**src/rtl/binarize_pkg.sv**
```systemverilog
// Shared types and elaboration-time helpers for the streaming pixel binariser.
package binarize_pkg;

  // Threshold source selection, sampled once per frame at start of frame.
  typedef enum logic [1:0] {
    MODE_FIXED     = 2'd0,
    MODE_PROG      = 2'd1,
    MODE_ADAPT     = 2'd2,
    MODE_ADAPT_OFS = 2'd3
  } mode_e;

  // The fixed levels split the pixel range into five equal bands.
  localparam int unsigned NUM_LEVELS    = 4;
  localparam int unsigned LEVEL_DIVISOR = 5;

  // Working width of the saturating helper; pixel widths must stay below it.
  localparam int unsigned SAT_WIDTH = 32;

  // LEVEL(k) = floor(2^width * (k+1) / 5). Evaluated at elaboration only.
  function automatic logic [63:0] level_thresh(input int unsigned k,
                                               input int unsigned width);
    logic [63:0] full;
    full = (64'd1 << width) * 64'(k + 1);
    return full / 64'(LEVEL_DIVISOR);
  endfunction

  // Adds a signed offset to an unsigned base and clamps the result to
  // [0, 2^width-1]. Two guard bits keep the intermediate sum exact.
  function automatic logic [SAT_WIDTH-1:0] sat_add(
      input logic        [SAT_WIDTH-1:0] base,
      input logic signed [SAT_WIDTH-1:0] ofs,
      input int unsigned                 width);
    logic signed [SAT_WIDTH+1:0] sum;
    logic signed [SAT_WIDTH+1:0] max_val;
    logic        [SAT_WIDTH-1:0] result;
    sum     = $signed({2'b00, base}) + $signed({{2{ofs[SAT_WIDTH-1]}}, ofs});
    max_val = $signed(((SAT_WIDTH+2)'(1) << width) - (SAT_WIDTH+2)'(1));
    if (sum < 0) begin
      result = '0;
    end else if (sum > max_val) begin
      result = max_val[SAT_WIDTH-1:0];
    end else begin
      result = sum[SAT_WIDTH-1:0];
    end
    return result;
  endfunction

endpackage

```
**src/rtl/binarize_stream_frame_mean_acc.sv**
```systemverilog
// Per-frame luminance accumulator. The sum closes on each start-of-frame
// pixel, which also seeds the next sum. o_mean_next exposes the mean that
// is about to be latched so the threshold logic can use it in the same cycle.
module frame_mean_acc #(
  parameter int unsigned PIXEL_WIDTH = 8,
  parameter int unsigned LOG2_PIXELS = 16
) (
  input  logic                   i_clk,
  input  logic                   i_rst,
  input  logic                   i_valid,
  input  logic                   i_sof,
  input  logic [PIXEL_WIDTH-1:0] i_pixel,
  output logic [PIXEL_WIDTH-1:0] o_mean,
  output logic [PIXEL_WIDTH-1:0] o_mean_next
);

  localparam int unsigned ACC_WIDTH = PIXEL_WIDTH + LOG2_PIXELS;

  // Mid-scale is a neutral guess for the mean before any frame completes.
  localparam logic [PIXEL_WIDTH-1:0] MEAN_RESET = {1'b1, {(PIXEL_WIDTH-1){1'b0}}};

  logic [ACC_WIDTH-1:0] r_acc;
  logic [ACC_WIDTH-1:0] w_pixel_ext;
  logic [PIXEL_WIDTH-1:0] r_mean;

  assign w_pixel_ext = {{LOG2_PIXELS{1'b0}}, i_pixel};

  // Dividing by the nominal frame size is just dropping the low bits.
  assign o_mean_next = r_acc[ACC_WIDTH-1:LOG2_PIXELS];
  assign o_mean      = r_mean;

  // Accumulate pixels; on sof publish the closing mean and restart the sum.
  // Oversized frames simply wrap the accumulator.
  always_ff @(posedge i_clk) begin
    if (i_rst) begin
      r_acc  <= '0;
      r_mean <= MEAN_RESET;
    end else if (i_valid) begin
      if (i_sof) begin
        r_mean <= o_mean_next;
        r_acc  <= w_pixel_ext;
      end else begin
        r_acc  <= r_acc + w_pixel_ext;
      end
    end
  end

endmodule

```
**src/rtl/binarize_stream.sv**
```systemverilog
// Streaming binariser: pixel > threshold (optionally inverted), two-cycle
// registered pipeline. The threshold source and invert are captured on the
// start-of-frame pixel and held for the rest of the frame.
module binarize_stream
  import binarize_pkg::*;
#(
  parameter int unsigned PIXEL_WIDTH        = 8,
  parameter int unsigned LOG2_PIXELS        = 16,
  parameter int unsigned ADAPT_OFFSET_WIDTH = 4
) (
  input  logic                          clk_in,
  input  logic                          rst_in,
  input  logic                          valid_in,
  input  logic                          sof_in,
  input  logic [PIXEL_WIDTH-1:0]        pixel_in,
  input  logic [1:0]                    mode_in,
  input  logic [1:0]                    level_in,
  input  logic [PIXEL_WIDTH-1:0]        prog_thresh_in,
  input  logic [ADAPT_OFFSET_WIDTH-1:0] offset_in,
  input  logic                          invert_in,
  output logic                          valid_out,
  output logic                          pixel_out,
  output logic [PIXEL_WIDTH-1:0]        thresh_out,
  output logic [PIXEL_WIDTH-1:0]        mean_out
);

  localparam logic [PIXEL_WIDTH-1:0] LVL0 = PIXEL_WIDTH'(level_thresh(0, PIXEL_WIDTH));
  localparam logic [PIXEL_WIDTH-1:0] LVL1 = PIXEL_WIDTH'(level_thresh(1, PIXEL_WIDTH));
  localparam logic [PIXEL_WIDTH-1:0] LVL2 = PIXEL_WIDTH'(level_thresh(2, PIXEL_WIDTH));
  localparam logic [PIXEL_WIDTH-1:0] LVL3 = PIXEL_WIDTH'(level_thresh(3, PIXEL_WIDTH));

  logic                   w_sof_evt;
  logic [PIXEL_WIDTH-1:0] w_mean_next;
  logic [PIXEL_WIDTH-1:0] w_level_thr;
  logic [PIXEL_WIDTH-1:0] w_mean_ofs;
  logic [PIXEL_WIDTH-1:0] w_thr_new;
  logic [SAT_WIDTH-1:0]   w_ofs_ext;
  logic [SAT_WIDTH-1:0]   w_mean_ext;
  logic [PIXEL_WIDTH-1:0] w_thr_eff;
  logic                   w_inv_eff;

  // Per-frame latched configuration, reduced to what the compare needs.
  logic [PIXEL_WIDTH-1:0] r_thresh;
  logic                   r_invert;

  logic                   r_s1_valid;
  logic [PIXEL_WIDTH-1:0] r_s1_pix;
  logic [PIXEL_WIDTH-1:0] r_s1_thr;
  logic                   r_s1_inv;

  logic                   r_s2_valid;
  logic                   r_s2_pix;

  assign w_sof_evt = valid_in & sof_in;

  frame_mean_acc #(
    .PIXEL_WIDTH (PIXEL_WIDTH),
    .LOG2_PIXELS (LOG2_PIXELS)
  ) u_mean (
    .i_clk       (clk_in),
    .i_rst       (rst_in),
    .i_valid     (valid_in),
    .i_sof       (sof_in),
    .i_pixel     (pixel_in),
    .o_mean      (mean_out),
    .o_mean_next (w_mean_next)
  );

  // Select one of the four constant levels.
  always_comb begin
    w_level_thr = LVL0;
    case (level_in)
      2'd0:    w_level_thr = LVL0;
      2'd1:    w_level_thr = LVL1;
      2'd2:    w_level_thr = LVL2;
      default: w_level_thr = LVL3;
    endcase
  end

  // Adaptive threshold with signed offset, clamped to the pixel range.
  assign w_ofs_ext  = {{(SAT_WIDTH-ADAPT_OFFSET_WIDTH){offset_in[ADAPT_OFFSET_WIDTH-1]}}, offset_in};
  assign w_mean_ext = {{(SAT_WIDTH-PIXEL_WIDTH){1'b0}}, w_mean_next};
  assign w_mean_ofs = PIXEL_WIDTH'(sat_add(w_mean_ext, $signed(w_ofs_ext), PIXEL_WIDTH));

  // Threshold that takes effect if this cycle is a start of frame. Adaptive
  // modes use the mean of the frame that this sof closes.
  always_comb begin
    w_thr_new = w_level_thr;
    case (mode_e'(mode_in))
      MODE_FIXED:     w_thr_new = w_level_thr;
      MODE_PROG:      w_thr_new = prog_thresh_in;
      MODE_ADAPT:     w_thr_new = w_mean_next;
      MODE_ADAPT_OFS: w_thr_new = w_mean_ofs;
      default:        w_thr_new = w_level_thr;
    endcase
  end

  // The sof pixel is judged against its own frame's settings, so bypass
  // the latch on that cycle.
  assign w_thr_eff = w_sof_evt ? w_thr_new : r_thresh;
  assign w_inv_eff = w_sof_evt ? invert_in : r_invert;

  // Capture threshold and invert once per frame; ignore config otherwise.
  always_ff @(posedge clk_in) begin
    if (rst_in) begin
      r_thresh <= LVL0;
      r_invert <= 1'b0;
    end else if (w_sof_evt) begin
      r_thresh <= w_thr_new;
      r_invert <= invert_in;
    end
  end

  // Stage 1: register the pixel together with the settings it must use.
  always_ff @(posedge clk_in) begin
    if (rst_in) begin
      r_s1_valid <= 1'b0;
      r_s1_pix   <= '0;
      r_s1_thr   <= LVL0;
      r_s1_inv   <= 1'b0;
    end else begin
      r_s1_valid <= valid_in;
      r_s1_pix   <= pixel_in;
      r_s1_thr   <= w_thr_eff;
      r_s1_inv   <= w_inv_eff;
    end
  end

  // Stage 2: strict compare, optional inversion; idle cycles output 0.
  always_ff @(posedge clk_in) begin
    if (rst_in) begin
      r_s2_valid <= 1'b0;
      r_s2_pix   <= 1'b0;
    end else begin
      r_s2_valid <= r_s1_valid;
      r_s2_pix   <= r_s1_valid & ((r_s1_pix > r_s1_thr) ^ r_s1_inv);
    end
  end

  assign valid_out  = r_s2_valid;
  assign pixel_out  = r_s2_pix;
  assign thresh_out = r_thresh;

endmodule

```
**config.mk**
```make
export PLATFORM = sky130hd
export DESIGN_NAME = binarize_stream
export DESIGN_NICKNAME = d
export VERILOG_FILES = /design/src/rtl/binarize_pkg.sv /design/src/rtl/binarize_stream_frame_mean_acc.sv /design/src/rtl/binarize_stream.sv
export SDC_FILE = /design/constraint.sdc
export NUM_CORES = 1
export LEC_CHECK = 0
export ABC_CLOCK_PERIOD_IN_PS = 4390
export BUFFER_PORTS_ARGS = -buffer_cell sky130_fd_sc_hd__buf_2
export CORE_ASPECT_RATIO = 1.1
export CORE_UTILIZATION = 62
export CTS_CLUSTER_DIAMETER = 40
export CTS_CLUSTER_SIZE = 16
export DETAILED_ROUTE_END_ITERATION = 10
export GPL_TIMING_DRIVEN = 0
export PLACE_DENSITY = 0.85
export SYNTH_ARGS = -nofsm -noshare
export SYNTH_HDL_FRONTEND = slang
export SYNTH_HIERARCHICAL = 1
export SYNTH_SLANG_ARGS = --single-unit
```
**constraint.sdc**
```tcl
create_clock -name clk_in -period 4.39 [get_ports clk_in]
set_clock_uncertainty 0.2 [all_clocks]
set_input_delay 0 -clock clk_in [delete_from_list [all_inputs] [get_ports clk_in]]
set_output_delay 0 -clock clk_in [all_outputs]
set_load 0.01 [all_outputs]
```
# Word-level counts from Yosys, hierarchy flattened
# Cells that the tools add are included.
[totals]
reg_bits = 52
latchBits = 0
ramBits = 0
romBits = 0
inputBits = 29
output_inout_bits = 18
mem_count = 0
[op_classes]
add_sub_neg = 2
mul = 0
div_mod_pow = 0
order_cmp = 3
eq_ne = 5
shifts = 0
mux = 5
bitwise = 3
reduce_logical = 3
[op_table]
columns = ["cell", "n"]
rows = [
  ["$pmux 8 s4", 1],
  ["$add 24x8->24", 1],
  ["$mux 24", 1],
  ["$pmux 8 s3", 1],
  ["$mux 8", 2],
  ["$add 9x4->10", 1],
  ["$gt 10x9->1 const B", 1],
  ["$lt 10x1->1 const B", 1],
  ["$gt 8x8->1", 1],
  ["$eq 2x2->1 const B", 3],
  ["$eq 2x1->1 const B", 2],
  ["$logic_not 2->1", 2],
  ["$and 1x1->1", 2],
  ["$reduce_and 2->1", 1],
  ["$xor 1x1->1", 1],
]

# Longest topological paths before layout
[depth]
ltp_word = 5
depth_mapped = 10
ltp_nobuf = 9

# By module
# The synthesis kept the hierarchy.
[by_module_without_submodules]
columns = ["mod", "instances", "cells_per_inst", "area_each_um2", "seq_area_each_um2"]
rows = [
  ["frame_mean_acc", 1, 218, 1851.8, 640.6],
  ["binarize_stream", 1, 194, 1554.0, 400.4],
]

# Least setup slack after synthesis
# No wires, ideal clock.
[synth_timing]
path_kind = "reg-to-reg"
start = "register u_mean.r_acc[16]"
end = "register r_s1_thr[1]"
t_arrival_ns = 2.175
path_slack_ns = 1.878
stages_incl_launch_ff = 11
period_less_slack_ns = 2.512
path_cell_list = "dfxtp_1 > buf_4 > ha_1 > inv_1 > fa_1 > nand2b_1 > o2bb2ai_1 > o211ai_1 > a211oi_1 > a21oi_1 > a32oi_1"
[synth_between]
elab_chain_cells = 5
elab_cells_between_ends = 6
cone_classes = "1 x add/sub; 2 x order compare; 3 x mux"
[synth_rtl]
columns = ["item", "line_no", "source"]
rows = [
  ["from (decl)", "binarize_stream_frame_mean_acc.sv:22", "logic [ACC_WIDTH-1:0] r_acc;"],
  ["from (signal assigned)", "binarize_stream_frame_mean_acc.sv:41", "r_acc <= w_pixel_ext;"],
  ["from (signal assigned)", "binarize_stream_frame_mean_acc.sv:43", "r_acc <= r_acc + w_pixel_ext;"],
  ["$add 9x4->10 *", "binarize_pkg.sv:36", "sum = $signed({2'b00, base}) + $signed({{2{ofs[SAT_WIDTH-1]}}, ofs});"],
  ["$gt 10x9->1", "binarize_pkg.sv:40", "end else if (sum > max_val) begin"],
  ["$mux 8", "binarize_pkg.sv:40", ""],
  ["$mux 8 *", "binarize_pkg.sv:38", "if (sum < 0) begin"],
  ["$pmux 8 s4 *", "binarize_stream.sv:89", "case (mode_e'(mode_in))"],
  ["to (signal assigned)", "binarize_stream.sv:124", "r_s1_thr <= w_thr_eff;"],
  ["to (decl)", "binarize_stream.sv:48", "logic [PIXEL_WIDTH-1:0] r_s1_thr;"],
]
# Every way passes the cells marked *; elsewhere a longest branch is shown, timed or not.
# A chain may end at the register's enable or synchronous reset.

# Final worst setup path
# Same ends and word-level chain as after synthesis.

==> results.yml <==
status:
  status: "finished, final reports clean"
sta:
  setup_slack_ns: 0.888
  setup_viol: 0
  fin_tns_setup_ns: 0
  worst_pin_slew_ns: 0.785
  fin_crit_ns: 3.50
  final_max_slew_viol_count: 0
  hold_ws_ns: 0.0272
  slew_headroom: 0.477
  max_freq_mhz: 286
  period_share: 0.798
  hold_viol: 0
  rsz0062_at_grt: "no"
power_and_ir_drop:
  total_power_mw: 1.01
  ir_drop_v: 0.000216
  p_per_area_nw_per_um2: 249
  p_leak_nw: 1.68
routing:
  drc: 0
  wl_mm: 9.18
  vias_per_cell: 6.17
  wl_per_cell_um: 16.3
  vias: 3476
  drt.antenna.violating_nets: 0
  drtIter0Drc: 292
  dr.pass1.iters: 6
clock_network:
  cts_buffers: 5
  cts_tree: "yes"
  clkSlewWorstSetupHoldPaths_ns: 0.10
  cts_root_buf: "clkbuf_8"
  htree_num_levels: 2
  clockBufferDepth: 2
  clkLatencyLatePin_ns: 0.30
  cts.sinks: 52
place:
  place_area_um2: 3720
  dpl.cell_count: 529
  pre_cts_ws_ns: 1.45
  routabilityCongestion: 0.905
  numPortBuffers: 45
  dp_hpwl_mm: 6.31
worst_setup_path:
  end_kind: "flop"
  worstSetupPathType: "flop to flop"
  crit_fanout: 6
  critPathRequiredTime_ns: 4.39
  startpoint_type: "flop"
  worstPathArrival_ns: 3.50
cells_and_area:
  stdcell_count: 563
  nFillCells: 344
  nNetsFinal: 545
  mostFrequentLayoutCell: "dfxtp_1"
  layout-drive-gt1-share: 0.171
  area.growth.synth_to_final_pct: 19.5
  design_area_um2: 4070
  mostFrequentLayoutCells: "dfxtp_1 (52), buf_2 (46), nand2_1 (41), a21oi_1 (36), nor2_1 (32)"
  final_util: 0.792
die:
  start_util: 0.663
  fp.dieW_um: 72.7
  die_area_um2: 5790
  row_count: 27
  ios: 47
  design.core.area_um2: 5130
  die_y_um: 79.7
global_routing:
  overflow: 0
  track_usage: 0.330
  grt_max_degree: 19
  grt_pass1_wl_mm: 14.9
  antenna_found_initial: 0
  grt_pass1_vias: 3279
run:
  maxCapViolations: 0
synthesis:
  synthesis.nets: 468
  syn_inst: 412
  synth_edf_count: 0
  synth_ff_type: "dfxtp_1"
  synth.distinct_cells: 68
  ys_ff_latch: 52
  synth_seq_area_share: 0.306
  yosysWarnings: 6
  synth_area_um2: 3410
  synth.avg_cell_area_um2: 8.27
  synthArstFlopShare: 0
min_path:
  hold_class: "input pin to flop"
## state kept, by name, indices dropped and copies added, names as in the netlist
signal and flops:
valid_out 1, r_s1_pix 8, u_mean/o_mean 8, r_s1_valid 1, r_s1_inv 1, pixel_out 1
u_mean/r_acc 24, r_s1_thr 8
## synthesized netlist by cell type (2+ instances only)
cell | instances | area [um^2]
o31a_1 | 2 | 17.5
ha_1 | 25 | 313
xnor2_1 | 18 | 158
o31ai_1 | 6 | 45.0
a21oi_1 | 36 | 180
a21o_1 | 6 | 45.0
nor2b_1 | 12 | 75.1
nand2b_1 | 4 | 25.0
o22ai_1 | 2 | 12.5
mux2i_1 | 6 | 60.1
nand3b_1 | 2 | 15.0
nand2_1 | 41 | 154
or3_2 | 2 | 15.0
dfxtp_1 | 52 | 1040
a32oi_1 | 5 | 43.8
a2111oi_0 | 2 | 17.5
or4b_2 | 2 | 20.0
inv_1 | 25 | 93.8
o41ai_1 | 3 | 26.3
nor3_1 | 4 | 20.0
o21a_1 | 2 | 15.0
a31oi_1 | 3 | 18.8
o21ai_1 | 2 | 10.0
nand4_1 | 2 | 12.5
clkbuf_1 | 12 | 45.0
o21bai_1 | 2 | 15.0
or4_1 | 5 | 37.5
or2_2 | 4 | 25.0
nor2_1 | 32 | 120
a211oi_1 | 10 | 75.1
a311oi_1 | 4 | 35.0
o21ai_0 | 18 | 90.1
o311a_1 | 2 | 20.0
buf_4 | 9 | 67.6
fa_1 | 2 | 40.0
o211ai_1 | 5 | 37.5
or3_1 | 2 | 12.5
nand3_1 | 11 | 55.1
## worst max-delay path, stage by stage, from the launching register on
cell and delay, ns:
dfxtp_1 0.51, buf_4 0.19, ha_1 0.22, inv_1 0.07, fa_1 0.39, nand2b_1 0.16, o2bb2ai_1 0.19, o211ai_1 0.44
a211oi_1 0.14, a21oi_1 0.18, a32oi_1 0.12, dlygate4sd3_1 0.59
## worst paths after layout
| path | start | to | slack [ns] | cells after the start |
|---|---|---|---|---|
| max | u_mean/r_acc[16]$_SDFFE_PP0P_ | r_s1_thr[1]$_SDFFE_PP1P_ | 0.89 | 11 |
| min | sof_in | u_mean/o_mean[6]$_SDFFE_PP0P_ | 0.03 | 4 |
| max reg2reg | u_mean/r_acc[16]$_SDFFE_PP0P_ | r_s1_thr[1]$_SDFFE_PP1P_ | 0.89 | 11 |
| min reg2reg | u_mean/o_mean[6]$_SDFFE_PP0P_ | u_mean/o_mean[6]$_SDFFE_PP0P_ | 0.26 | 2 |
## logic make-up after synthesis
group | synth area share
xor+xnor | 0.0489
mux | 0.0176
flops | 0.306
buf+inv | 0.0676
fa+ha+maj | 0.104
compound gates | 0.247
simple gates | 0.210
## layer usage
metal / global-route usage / share of wire / vias to the layer above
met1: 0.394 / 0.40 / 1608
met4: 0.165 / 0.043 / 0
met2: 0.561 / 0.49 / 173
met3: 0.0631 / 0.067 / 45
li1: - / - / 1650
met5: 0 / 0 / -
## cell type report
cell class,instances,area (um^2),area share
Inverter,25,93.8,0.0231
Multi-Input combinational cell,311,2130,0.525
Clock inverter,3,26.3,0.00646
Antenna cell,1,2.50,0.000615
Sequential cell,52,1040,0.256
Clock buffer,5,68.8,0.0169
Timing Repair Buffer,70,475,0.117
Buffer,24,136,0.0335
Tap cell,72,90.1,0.0221
## where the power goes
group | internal (mW) | total [mW] | leakage, nW | switching, mW
Sequential | 0.489 | 0.500 | 0.425 | 0.0109
Combinational | 0.0992 | 0.229 | 1.20 | 0.130
Clock | 0.117 | 0.284 | 0.0487 | 0.167
## timing repair
action,CTS,global route
hold endpoints to repair,27,0
hold buffers,25,0
gates resized for setup,0,0
setup buffers,0,0
Power figures use the tool's default switching activity.
